<file path="config.mk">
export PLATFORM = sky130hd
export DESIGN_NAME = ps2_kbd_serializer
export DESIGN_NICKNAME = d
export VERILOG_FILES = /design/src/rtl/ps2_kbd_serializer.sv
export SDC_FILE = /design/constraint.sdc
export NUM_CORES = 1
export LEC_CHECK = 0
export ABC_AREA = 1
export ABC_CLOCK_PERIOD_IN_PS = 3800
export CAP_MARGIN = 20
export CORE_ASPECT_RATIO = 1.2
export CORE_UTILIZATION = 62
export CTS_CLUSTER_DIAMETER = 80
export DETAILED_ROUTE_END_ITERATION = 8
export PLACE_DENSITY = 0.9
export REMOVE_ABC_BUFFERS = 1
export SLEW_MARGIN = 20
export SYNTH_ARGS = -nofsm -noshare
export SYNTH_HDL_FRONTEND = slang
export SYNTH_SLANG_ARGS = --single-unit
</file>
<file path="constraint.sdc">
create_clock -name clk_sys -period 3.8 [get_ports clk_sys]
set_clock_uncertainty 0.1 [all_clocks]
set_input_delay 0.76 -clock clk_sys [delete_from_list [all_inputs] [get_ports clk_sys]]
set_output_delay 0.76 -clock clk_sys [all_outputs]
set_load 0.1 [all_outputs]
</file>
<file path="src/rtl/ps2_kbd_serializer.sv">
// Device-side PS/2 keyboard transmitter: scan-code FIFO feeding an 11-bit frame
// serialiser that drives registered ps2_clk/ps2_dat lines (transmit only).
module ps2_kbd_serializer #(
    parameter int CLK_DIV    = 2000,
    parameter int FIFO_DEPTH = 8,
    parameter int GAP_HALVES = 4
) (
    input  logic       clk_sys,
    input  logic       reset,
    input  logic [7:0] wr_data,
    input  logic       wr_en,
    output logic       full,
    output logic       overflow,
    output logic       busy,
    output logic       ps2_clk,
    output logic       ps2_dat
);

    localparam int AW    = $clog2(FIFO_DEPTH);
    localparam int PW    = AW + 1;
    localparam int DIV_W = $clog2(CLK_DIV);
    localparam int GAP_W = $clog2(GAP_HALVES * CLK_DIV);

    localparam logic [DIV_W-1:0] DIV_LOAD = DIV_W'(CLK_DIV - 1);
    localparam logic [GAP_W-1:0] GAP_LOAD = GAP_W'(GAP_HALVES * CLK_DIV - 1);
    localparam logic [PW-1:0]    DEPTH_V  = PW'(FIFO_DEPTH);

    typedef enum logic [1:0] {IDLE, HIGH, LOW, GAP} state_t;

    function automatic logic odd_parity(input logic [7:0] d);
        return ~^d;
    endfunction

    // Frame bit i is transmitted i-th: start, data LSB first, parity, stop.
    function automatic logic [10:0] make_frame(input logic [7:0] d);
        return {1'b1, odd_parity(d), d, 1'b0};
    endfunction

    logic [7:0]       mem [FIFO_DEPTH];
    logic [PW-1:0]    wr_ptr;
    logic [PW-1:0]    rd_ptr;
    logic [PW-1:0]    count;
    logic             empty;

    state_t           state_r, state_next;
    logic [DIV_W-1:0] div_r, div_next;
    logic [GAP_W-1:0] gap_r, gap_next;
    logic [3:0]       idx_r, idx_next;
    logic [10:0]      frame_r, frame_next;
    logic             pop;
    logic             clk_next;
    logic             dat_next;

    assign count = wr_ptr - rd_ptr;
    assign empty = (count == {PW{1'b0}});
    assign full  = (count == DEPTH_V);
    assign busy  = (state_r != IDLE) || !empty;

    // FIFO storage; no reset needed, visibility is governed by the pointers.
    always_ff @(posedge clk_sys) begin
        if (wr_en && !full) begin
            mem[wr_ptr[AW-1:0]] <= wr_data;
        end
    end

    // Write pointer and overflow pulse; full is judged before any same-cycle pop.
    always_ff @(posedge clk_sys or posedge reset) begin
        if (reset) begin
            wr_ptr   <= {PW{1'b0}};
            overflow <= 1'b0;
        end else begin
            overflow <= wr_en && full;
            if (wr_en && !full) begin
                wr_ptr <= wr_ptr + 1'b1;
            end
        end
    end

    // Next-state, counter reloads and next line levels.
    always_comb begin
        state_next = state_r;
        div_next   = div_r;
        gap_next   = gap_r;
        idx_next   = idx_r;
        frame_next = frame_r;
        pop        = 1'b0;
        case (state_r)
            IDLE: begin
                if (!empty) begin
                    pop        = 1'b1;
                    frame_next = make_frame(mem[rd_ptr[AW-1:0]]);
                    idx_next   = 4'd0;
                    div_next   = DIV_LOAD;
                    state_next = HIGH;
                end else begin
                    div_next = {DIV_W{1'b0}};
                end
            end
            HIGH: begin
                if (div_r == {DIV_W{1'b0}}) begin
                    div_next   = DIV_LOAD;
                    state_next = LOW;
                end else begin
                    div_next = div_r - 1'b1;
                end
            end
            LOW: begin
                if (div_r == {DIV_W{1'b0}}) begin
                    div_next = DIV_LOAD;
                    if (idx_r == 4'd10) begin
                        gap_next   = GAP_LOAD;
                        state_next = GAP;
                    end else begin
                        idx_next   = idx_r + 4'd1;
                        state_next = HIGH;
                    end
                end else begin
                    div_next = div_r - 1'b1;
                end
            end
            GAP: begin
                if (gap_r == {GAP_W{1'b0}}) begin
                    state_next = IDLE;
                end else begin
                    gap_next = gap_r - 1'b1;
                end
            end
            default: begin
                state_next = IDLE;
            end
        endcase

        // Data only moves on the edge entering HIGH, so it is stable across each fall.
        clk_next = (state_next != LOW);
        if ((state_next == HIGH) || (state_next == LOW)) begin
            dat_next = frame_next[idx_next];
        end else begin
            dat_next = 1'b1;
        end
    end

    // FSM state, counters, read pointer and registered PS/2 lines.
    always_ff @(posedge clk_sys or posedge reset) begin
        if (reset) begin
            state_r <= IDLE;
            div_r   <= {DIV_W{1'b0}};
            gap_r   <= {GAP_W{1'b0}};
            idx_r   <= 4'd0;
            frame_r <= 11'h7FF;
            rd_ptr  <= {PW{1'b0}};
            ps2_clk <= 1'b1;
            ps2_dat <= 1'b1;
        end else begin
            state_r <= state_next;
            div_r   <= div_next;
            gap_r   <= gap_next;
            idx_r   <= idx_next;
            frame_r <= frame_next;
            ps2_clk <= clk_next;
            ps2_dat <= dat_next;
            if (pop) begin
                rd_ptr <= rd_ptr + 1'b1;
            end
        end
    end

endmodule

</file>
======== After elaboration in Yosys (flattened, before gate mapping) ========
Memories as Yosys holds them, arrays and structs flattened.
Cells that the tools add are included.
word-level totals
  output and inout bits ................... 5
  memory bits (writable) .................. 64
  memories kept ........................... 1
  input bits .............................. 11
  flip-flop bits (word level) ............. 52
  logic and storage cells ................. 71
memories
  name  depth  width  read ports  clocked after Yosys merged registers in  wr ports  RTL line  source
  mem   8      8      1           0                                        1         39        logic [7:0] mem [FIFO_DEPTH];
cells by class
  reductions and logical operators ........ 16
  eq/ne operators ......................... 11
  muxes and demuxes ....................... 26
  order comparisons ....................... 1
  add/subtract/negate cells ............... 6
operator list
  operator               count
  $mux 11                4
  $mux 13                3
  $pmux 13 s2            1
  $pmux 11 s2            1
  $logic_not 13->1       1
  $sub 13x1->13 const B  1
  $add 4x1->4 const B    3
  $mux 4                 3
  $logic_not 11->1       1
  $sub 11x1->11 const B  1
  $mux 2                 5
  $eq 4x4->1 const B     2
  $ne 2x2->1 const B     4
  $pmux 2 s4             1
  $pmux 4 s2             1
  $reduce_xnor 8->1      1
  $eq 2x2->1 const B     3
  $mux 1                 6
  $reduce_bool 2->1      3
  $lt 4x5->1 const B     1
  $bmux 1 s4             1
  $eq 2x1->1 const B     2
  $logic_not 4->1        1
  $reduce_and 4->1       1
  6 further kinds        9

======== Longest topological paths before layout ========
  depth after elaboration ................. 7
  mapped depth ............................ 21
  depth with buffers taken out ............ 19

======== Worst setup path before layout ========
No wires, ideal clock.
  path kind ............................... reg2reg
  from .................................... register rd_ptr[2]
  to ...................................... register wr_ptr[3]
  slack ................................... -1.080 ns
  setup time .............................. 0.154 ns
  arrival ................................. 4.626 ns
  stages on the path, launching flop included .. 14
  cells stage by stage .................... dfrtp_1 -> buf_2 -> clkinv_1 -> buf_1 -> ha_1 -> a21oi_1 -> nand2_1 -> nand2_1 -> nand2_1 -> nor3_1 -> nor2_1 -> nand2_1 -> nor2_1 -> xor2_1
between the ends
  word-level cells in the longest chain between the ends .. 4
ends and longest elaborated chain
  item                    RTL line  source
  start, declared         41        logic [PW-1:0] rd_ptr;
  start signal, assigned  150       rd_ptr <= {PW{1'b0}};
  start signal, assigned  162       rd_ptr <= rd_ptr + 1'b1;
  $sub 4x4->4             54        assign count = wr_ptr - rd_ptr;
  $eq 4x4->1              56        assign full = (count == DEPTH_V);
  via full                12        output logic full,
  $logic_not 1->1         73        if (wr_en && !full) begin
  $logic_and 1x1->1       73
  end signal, assigned    69        wr_ptr <= {PW{1'b0}};
  end signal, assigned    74        wr_ptr <= wr_ptr + 1'b1;
  end, declared           40        logic [PW-1:0] wr_ptr;
The timed path passes the listed nets, and every way through them passes these cells.
A chain may end at the register's enable or synchronous reset.

======== Worst setup path after layout ========
  from .................................... register rd_ptr[2]
  to ...................................... output port full
between the ends
  word-level cells in the longest chain between the ends .. 2
ends and longest elaborated chain
  item           RTL line
  $sub 4x4->4    54
  $eq 4x4->1     56
  end, declared  12
Every way passes these cells.

==> metrics.yaml <==
overflow: 0
synth.top_cell.area_share_pct: 31.81
holdPathStages: 2
drive_gt1_share_pct: 8.475
rsz0062_at_grt: "no"
max-vdd-ir-drop_uv: 422.7
ctsLongestPathBuffers: 2
cp_max_fo: 6
timing.rr.end: "mem[7][4]"
finalSetupViolCount: 0
grt_use_total_pct: 29.71
grt_max_degree: 53
reg2reg_depth: 9
ys.flop_type: "edfxtp_1"
grt_first_pass_wirelength_mm: 22.47
setup.worst_path.class: "flop to output port"
p_per_area_mw_per_mm2: 829.8
tns_ns: 0
cp-end-kind: "output port"
drt_first_pass_iters: 5
worstPathArrival_ns: 2.40
drtAntennaViolNets: 0
slew_viol_final: 0
die-area_mm2: 0.01015
dp_hpwl_mm: 9.468
grt_pass1_vias: 4736
die_x_um: 92.12
vias_per_cell: 5.492
yosys.cell_count.top_type: "nand2_1"
relSlewSlack_pct: 35.67
synth.largest_area_cell: "edfxtp_1"
final_nets: 781
cts_hold_buffers: 0
cts_tree: "built"
synth_edf_count: 64
drc: 0
cts_buffers: 17
maxCapViolCount: 0
yosysSeqAreaShare_pct: 53.61
yosys-top-cells-count: "nand2_1 (248), inv_1 (115), nand3_1 (74)"
wl_per_cell_um: 15.43
crit_required_ns: 2.94
via_count: 4888
path_clk_slew_ns: 0.05
netlist_area_mm2: 0.006042
synthArstFlopShare_pct: 44.83
ys_seq_elements: 116
clock-root-buffer: "clkbuf_16"
core_mm2: 0.009515
tightest_slew_ns: 0.9620
syn2layout_area_growth_pct: 14.89
pre_cts_ws_ns: 0.8597
std_cell_rows: 39
synth_area_leaders: "edfxtp_1 (32%), dfrtp_1 (16%), nand2_1 (15%)"
gp_congestion: 0.8810
cts.sinks: 116
finalInstanceArea_mm2: 0.006942
min_from: "frame_r[0]"
cts_setup_buffers: 0
start_kind: "flop"
ff2ff_setup_slack_ns: 0.72
holdPathEnd: "frame_r[0]"
antenna_cells: 0
rr_startpoint: "rd_ptr[2]"
clk_latency_ns: 0.42
antenna_found_initial: 0
cts_resized: 0
hold_viol: 0
dpl.cell_count: 858
synth_warnings: 0
leakage_uw: 0.003369
io_buffers: 15
pin_count: 16
drt_iter0_drc: 356
power.total_uw: 5760
synth_cells: 730
post-route-min-period_ns: 3.261
min_path_type: "flop to flop"
drt-total-wl_mm: 13.74
h-tree-depth: 4
fin_cells: 890
timing.fmax_mhz: 306.7
fin_crit_sh_pct: 85.81
die_h_um: 110.1
syn_avg_cell_area_um2: 8.277
dpl_cell_area_mm2: 0.006326
synth.distinct_cells: 37
start_util_pct: 63.50
fillCellCount: 680
fin_ws_ns: 0.5394
status: "complete, no violations"
area by class of cell:
cell class              count  area (um^2)  area share [%]
inverters                 118        444.2           6.399
flip-flops and latches    116         3239           46.67
clock buffers              17        425.4           6.128
clock inverters            15        188.9           2.722
multi-input cells         481         2282           32.88
well taps                 123        153.9           2.217
repair buffers             20        207.7           2.992
per-stage QoR:
| stage | util (%) | hold slack, ns |
|---|---|---|
| after floorplan | - | 0.3458 |
| after global placement | 66.48 | 0.3624 |
| after detailed placement | 66.48 | 0.3656 |
| after CTS | 72.94 | 0.3737 |
| after global routing | 72.95 | 0.3924 |
| final | 72.95 | 0.3749 |
worst max-delay path: stages (launching register included):
cell and delay [ns]:
dfrtp_1 0.36, clkinv_1 0.10, ha_1 0.34, a21oi_1 0.21
nand2_1 0.07, nand2_1 0.07, nand2_1 0.16, nor3_1 0.44
buf_12 0.24
power by group:
| group | switching, uW | internal (uW) | leakage, uW |
|---|---|---|---|
| Clock | 565 | 1090 | 0.000287 |
| Combinational | 1650 | 687 | 0.00187 |
| Sequential | 124 | 1650 | 0.00121 |
cell usage in the layout (no fill, tap or decap), drive strengths merged:
| master | instances |
|---|---|
| nand2 | 254 |
| inv | 115 |
| nand3 | 76 |
| edfxtp | 64 |
| nor2 | 48 |
| dfrtp | 39 |
| o21ai | 27 |
| clkbuf | 17 |
| a21oi | 16 |
| ha | 16 |
| dfstp | 13 |
| clkdlybuf4s50 | 13 |
| xor2 | 10 |
| nor3 | 10 |
| clkinv | 10 |
| o22ai | 7 |
| buf | 7 |
| bufinv | 4 |
| clkinvlp | 4 |
| or2 | 4 |
| o211ai | 3 |
| nor3b | 3 |
| nand4 | 2 |
| a31oi | 1 |
| o21a | 1 |
| o311ai | 1 |
| a211oi | 1 |
| nor4 | 1 |
how the worst max path moves through the flow:
stage               depth (start not counted)        end      start  slack [ns]
floorplan                                  11  wr_ptr[3]  rd_ptr[2]       -1.27
global placement                            9  mem[7][2]  rd_ptr[2]        1.00
detailed placement                          9  mem[7][2]  rd_ptr[2]        0.86
CTS                                         8       full  rd_ptr[2]        0.54
global route                                8       full  rd_ptr[2]        0.36
finish                                      8       full  rd_ptr[2]        0.54
sequential cells by signal, summed over array words and instances (netlist names):
| name | count |
|---|---|
| frame_r | 11 |
| mem | 64 |
| rd_ptr | 4 |
| ps2_dat | 1 |
| ps2_clk | 1 |
| wr_ptr | 4 |
| idx_r | 4 |
| overflow | 1 |
| state_r | 2 |
| div_r | 11 |
| gap_r | 13 |
per-layer routing:
metal  vias to the layer above  global-route usage (%)  part of all wire (%)
met5                         -                       0                     0
met4                         0                   14.96                   2.6
met3                        39                   5.830                   4.2
met2                       163                   53.62                    54
met1                      2313                   33.81                    39
li1                       2373                       -                     -
kinds of logic after synthesis:
family | Yosys count | share of synthesized area (%)
flip-flops | 116 | 53.61
AO/OA/AOI/OAI | 57 | 5.157
adder cells (fa/ha/maj) | 16 | 3.313
XOR/XNOR | 10 | 1.450
AND/OR/NAND/NOR | 398 | 27.85
buffers and inverters | 133 | 8.615
No activity file was read; power rests on OpenSTA's default activity.
